### config.mk
export PLATFORM = sky130hd
export DESIGN_NAME = fifo_ctrl
export DESIGN_NICKNAME = d
export VERILOG_FILES = /design/src/rtl/fifo_ctrl_pkg.sv /design/src/rtl/fifo_ptr.sv /design/src/rtl/fifo_ctrl.sv
export SDC_FILE = /design/constraint.sdc
export NUM_CORES = 1
export LEC_CHECK = 0
export ABC_AREA = 0
export CORE_UTILIZATION = 52
export DETAILED_ROUTE_END_ITERATION = 8
export PLACE_DENSITY = 0.93
export SLEW_MARGIN = 30
export SYNTH_ARGS = -nofsm -noshare
export SYNTH_HDL_FRONTEND = slang
export SYNTH_HIERARCHICAL = 1
export SYNTH_SLANG_ARGS = --single-unit
### constraint.sdc
create_clock -name clk -period 6.65 [get_ports clk]
set_input_delay 0.9975 -clock clk [delete_from_list [all_inputs] [get_ports clk]]
set_output_delay 0.9975 -clock clk [all_outputs]
set_load 0.03 [all_outputs]
### src/rtl/fifo_ctrl_pkg.sv
// Shared defaults and request decoding for the dual-pointer FIFO controller.
package fifo_ctrl_pkg;

  localparam int DEF_LENGTH    = 8;
  localparam int DEF_PTR_WIDTH = 3;
  localparam int DEF_AFULL_TH  = 6;
  localparam int DEF_AEMPTY_TH = 2;

  typedef enum logic [1:0] {
    OP_IDLE = 2'b00,
    OP_PUSH = 2'b01,
    OP_POP  = 2'b10,
    OP_BOTH = 2'b11
  } op_e;

  function automatic op_e decode_op(input logic push_ok, input logic pop_ok);
    return op_e'({pop_ok, push_ok});
  endfunction

endpackage

### src/rtl/fifo_ptr.sv
// Wrap-around pointer register.
// Wraps from LENGTH-1 back to 0 by explicit compare, so LENGTH need not be a power of two.
module fifo_ptr #(
  parameter int LENGTH    = fifo_ctrl_pkg::DEF_LENGTH,
  parameter int PTR_WIDTH = fifo_ctrl_pkg::DEF_PTR_WIDTH
) (
  input  logic                 clk,
  input  logic                 reset,
  input  logic                 inc,
  output logic [PTR_WIDTH-1:0] ptr
);

  localparam logic [PTR_WIDTH-1:0] LAST = PTR_WIDTH'(LENGTH - 1);
  localparam logic [PTR_WIDTH-1:0] ONE  = PTR_WIDTH'(1);

  always_ff @(posedge clk or negedge reset) begin
    if (!reset) begin
      ptr <= '0;
    end else if (inc) begin
      ptr <= (ptr == LAST) ? '0 : ptr + ONE;
    end
  end

endmodule

### src/rtl/fifo_ctrl.sv
// Sequencing controller for the dual-pointer FIFO memory.
// Produces the memory strobes, pointers, occupancy, status flags and sticky error flags.
module fifo_ctrl
  import fifo_ctrl_pkg::*;
#(
  parameter int LENGTH    = DEF_LENGTH,
  parameter int PTR_WIDTH = DEF_PTR_WIDTH,
  parameter int AFULL_TH  = DEF_AFULL_TH,
  parameter int AEMPTY_TH = DEF_AEMPTY_TH
) (
  input  logic                 clk,
  input  logic                 reset,
  input  logic                 push,
  input  logic                 pop,
  output logic                 write,
  output logic [PTR_WIDTH-1:0] ptr_write,
  output logic                 read,
  output logic [PTR_WIDTH-1:0] ptr_read,
  output logic                 rd_valid,
  output logic [PTR_WIDTH:0]   count,
  output logic                 full,
  output logic                 empty,
  output logic                 almost_full,
  output logic                 almost_empty,
  output logic                 overflow,
  output logic                 underflow
);

  localparam int CW = PTR_WIDTH + 1;
  localparam logic [CW-1:0] LEN_C    = CW'(LENGTH);
  localparam logic [CW-1:0] AFULL_C  = CW'(AFULL_TH);
  localparam logic [CW-1:0] AEMPTY_C = CW'(AEMPTY_TH);
  localparam logic [CW-1:0] ONE_C    = CW'(1);

  logic          push_ok;
  logic          pop_ok;
  logic [CW-1:0] count_next;

  // Requests are qualified against the registered flags only.
  assign push_ok = push & ~full;
  assign pop_ok  = pop & ~empty;
  assign write   = push_ok;
  assign read    = pop_ok;

  fifo_ptr #(.LENGTH(LENGTH), .PTR_WIDTH(PTR_WIDTH)) u_wr_ptr (
    .clk   (clk),
    .reset (reset),
    .inc   (push_ok),
    .ptr   (ptr_write)
  );

  fifo_ptr #(.LENGTH(LENGTH), .PTR_WIDTH(PTR_WIDTH)) u_rd_ptr (
    .clk   (clk),
    .reset (reset),
    .inc   (pop_ok),
    .ptr   (ptr_read)
  );

  always_comb begin
    count_next = count;
    case (decode_op(push_ok, pop_ok))
      OP_PUSH: count_next = count + ONE_C;
      OP_POP:  count_next = count - ONE_C;
      default: count_next = count;
    endcase
  end

  // Flags are computed from count_next so they line up with the new count, not a cycle behind it.
  always_ff @(posedge clk or negedge reset) begin
    if (!reset) begin
      count        <= '0;
      full         <= 1'b0;
      empty        <= 1'b1;
      almost_full  <= 1'b0;
      almost_empty <= 1'b1;
      overflow     <= 1'b0;
      underflow    <= 1'b0;
      rd_valid     <= 1'b0;
    end else begin
      count        <= count_next;
      full         <= (count_next == LEN_C);
      empty        <= (count_next == '0);
      almost_full  <= (count_next >= AFULL_C);
      almost_empty <= (count_next <= AEMPTY_C);
      overflow     <= overflow | (push & full);
      underflow    <= underflow | (pop & empty);
      rd_valid     <= pop_ok;
    end
  end

endmodule

==> results.md <==
- Fin Setup TNS: 0 ps
- Synth Cell Area: 965 um2
- Post-layout util: 71.3%
- Gp weighted congestion: 0.876
- Io pins: 23
- Multi-input gate area: 502 um2
- Post-CTS Resized: 0
- Gr usage total: 22.1%
- Largest net degree at the start of global routing: 18
- Hold Buf Count CTS: 0
- First-pass GRT wire length: 3.13 mm
- Post-CTS Repair Setup Buffers: 0
- Sequential fraction of the synthesis area: 44.4%
- Total core area: 1730 um2
- Residual DRC: 0
- Max Fclk: 270 MHz
- Die height: 45.1 um
- Setup CP Type: primary input to primary output
- Placed cell area: 1200 um2
- Crit path DAT: 2700 ps
- Req. time, crit path: 5650 ps
- Layout cell share with drive strength beyond 1: 12.5%
- Vias in the first global route: 713
- Most common cell after layout, fill and taps aside: clkdlybuf4s50_1
- Routed wl met3: 83 um
- Final Cell Area: 1230 um2
- Max-Cap Viols: 0
- I/O Buffers: 22
- Post-synthesis cell count: 88
- Fin crit period: 3700 ps
- Fraction of the cycle the final worst path needs: 55.6%
- First DRT Iteration DRCs: 12
- Worst Tran Pin Value: 738 ps
- Mapped Avg Cell Area: 11.0 um2
- Layout fillers: 138
- Clk Tree Root Cell: clkbuf_4
- WL/cell: 14.4 um
- Area grow syn2layout: 27.6%
- M1 WL: 812 um
- Synth cell types: 37
- # rows: 15
- Met2 wire length: 1.07 mm
- H-tree Lvls: 1
- Initial Util: 55.9%
- Fin. Hold Viols: 0
- Final Setup Violations: 0
- Worst skew pair latency: 290 ps
- CTS sink cnt: 17
- Die Width: 45.1 um
- Register Area: 428 um2
- HP Class: flip-flop to flip-flop
- Hold Worst Slack: 463 ps
- Status: finished clean
- Worst setup EP type: primary output
- CTS tree: built
- Wirelength, routed: 1.98 mm
- Synth warnings: 6
- Maximum clock insertion buffer count: 2
- Max layer used: met4
- 1st-pass router iterations: 4
- Worst slew margin: 50.7%
- Die Area: 2030 um2
- Worst Setup Start Kind: primary input
- Vias post-DR: 775
- Nets: 124
- Max Slew Vio Count: 0
- ANT nets after route: 0
- Post-DP HPWL: 1.55 mm
- Initial antenna violation count: 0
- Drt via density: 5.66
- CP Max Fanout: 8
- Flops & latches, synth: 17
- CTS Buf Count: 3
- Max Clock Skew: 8.75 ps
- Post-Syn Nets: 99
- GRT overflow: 0
- RSZ-0062 raised after global routing: no
- Ant. Diodes: 0
- Clock transition at path regs: 90 ps
- Commonest non-fill, non-tap cells in the layout: clkdlybuf4s50_1 (22), dfrtp_1 (15), ha_1 (7), nor2b_1 (6)
-- cells by family after synthesis --
logic type | after synthesis | synth area share (%)
AO/OA/AOI/OAI | 20 | 15.7
XOR/XNOR | 3 | 2.72
adder cells (fa/ha/maj) | 7 | 9.08
buffers and inverters | 8 | 3.63
flip-flops | 17 | 44.4
multiplexers | 6 | 6.87
AND/OR/NAND/NOR | 27 | 17.6
-- stage by stage --
stage	worst slack (ps)	cells
floorplan	3370	88
global placement	3030	133
detailed placement	2930	133
CTS	2920	137
global route	2870	137
finish	2950	137
-- area by class of cell --
class	count	share of cell area (%)
clock buffer	3	1.83
clock inverter	1	0.407
inverter	6	1.83
multi-input combinational	63	40.8
sequential	17	34.8
tap	25	2.54
timing repair buffer	22	17.9
-- registers in the layout (all words and copies together), names as in the netlist --
register and count:
count 4, u_rd_ptr/ptr 3, u_wr_ptr/ptr 3, almost_empty 1, almost_full 1, empty 1, full 1, overflow 1
rd_valid 1, underflow 1
-- path summary, 6_finish.rpt --
path	start	endpoint	slack (ps)	cells after the start
worst max-delay path	pop	read	2950	3
worst min-delay path	overflow$_DFF_PN0_	overflow$_DFF_PN0_	460	1
worst max register to register	empty$_DFF_PN1_	empty$_DFF_PN1_	4080	9
worst min register to register	overflow$_DFF_PN0_	overflow$_DFF_PN0_	460	1
max in group asynchronous	reset	almost_full$_DFF_PN0_	5050	1
min in group asynchronous	reset	u_rd_ptr/ptr[1]$_DFFE_PN0P_	1130	1
-- Yosys cell counts --
| cell | instances | area, um2 |
|---|---|---|
| o311ai_1 | 1 | 8.76 |
| and3b_1 | 1 | 8.76 |
| o21a_1 | 1 | 7.51 |
| nand2_1 | 2 | 7.51 |
| dfrtp_1 | 15 | 375 |
| buf_2 | 1 | 5.00 |
| xor2_1 | 2 | 17.5 |
| nor3_1 | 1 | 5.00 |
| a21oi_2 | 1 | 8.76 |
| dfstp_2 | 2 | 52.6 |
| nor3b_1 | 2 | 15.0 |
| o221ai_1 | 1 | 8.76 |
| a211oi_1 | 3 | 22.5 |
| nor2b_1 | 6 | 37.5 |
| o211a_1 | 1 | 10.0 |
| and2b_1 | 1 | 7.51 |
| nand3b_1 | 2 | 15.0 |
| o21bai_1 | 2 | 15.0 |
| ha_1 | 7 | 87.6 |
| or3b_1 | 2 | 17.5 |
| o211ai_1 | 2 | 15.0 |
| o2111ai_1 | 1 | 8.76 |
| and3_1 | 2 | 12.5 |
| nor2_1 | 4 | 15.0 |
| o21ai_1 | 1 | 5.00 |
| mux2i_1 | 1 | 10.0 |
| o2111a_1 | 1 | 11.3 |
| o21ai_0 | 3 | 15.0 |
| mux2_2 | 5 | 56.3 |
| inv_2 | 1 | 3.75 |
| and4b_1 | 1 | 10.0 |
| xnor2_1 | 1 | 8.76 |
| nand2b_1 | 2 | 12.5 |
| a21o_1 | 2 | 15.0 |
| buf_4 | 1 | 7.51 |
| inv_1 | 5 | 18.8 |
| or2_2 | 1 | 6.26 |
-- metal layers --
| metal | global-route usage, % | vias up |
|---|---|---|
| li1 | - | 365 |
| met4 | 8.48 | 0 |
| met3 | 6.40 | 2 |
| met2 | 37.7 | 28 |
| met1 | 26.1 | 380 |
| met5 | 0 | - |
-- critical path, cell delays in order --
cell and delay [ps]:
clkdlybuf4s50_1 470, nor2b_1 440, clkdlybuf4s50_1 790
Power is left out: the tool's default activity adds up to more than one toggle a clock period on the data nets, which glitch-free logic cannot reach.
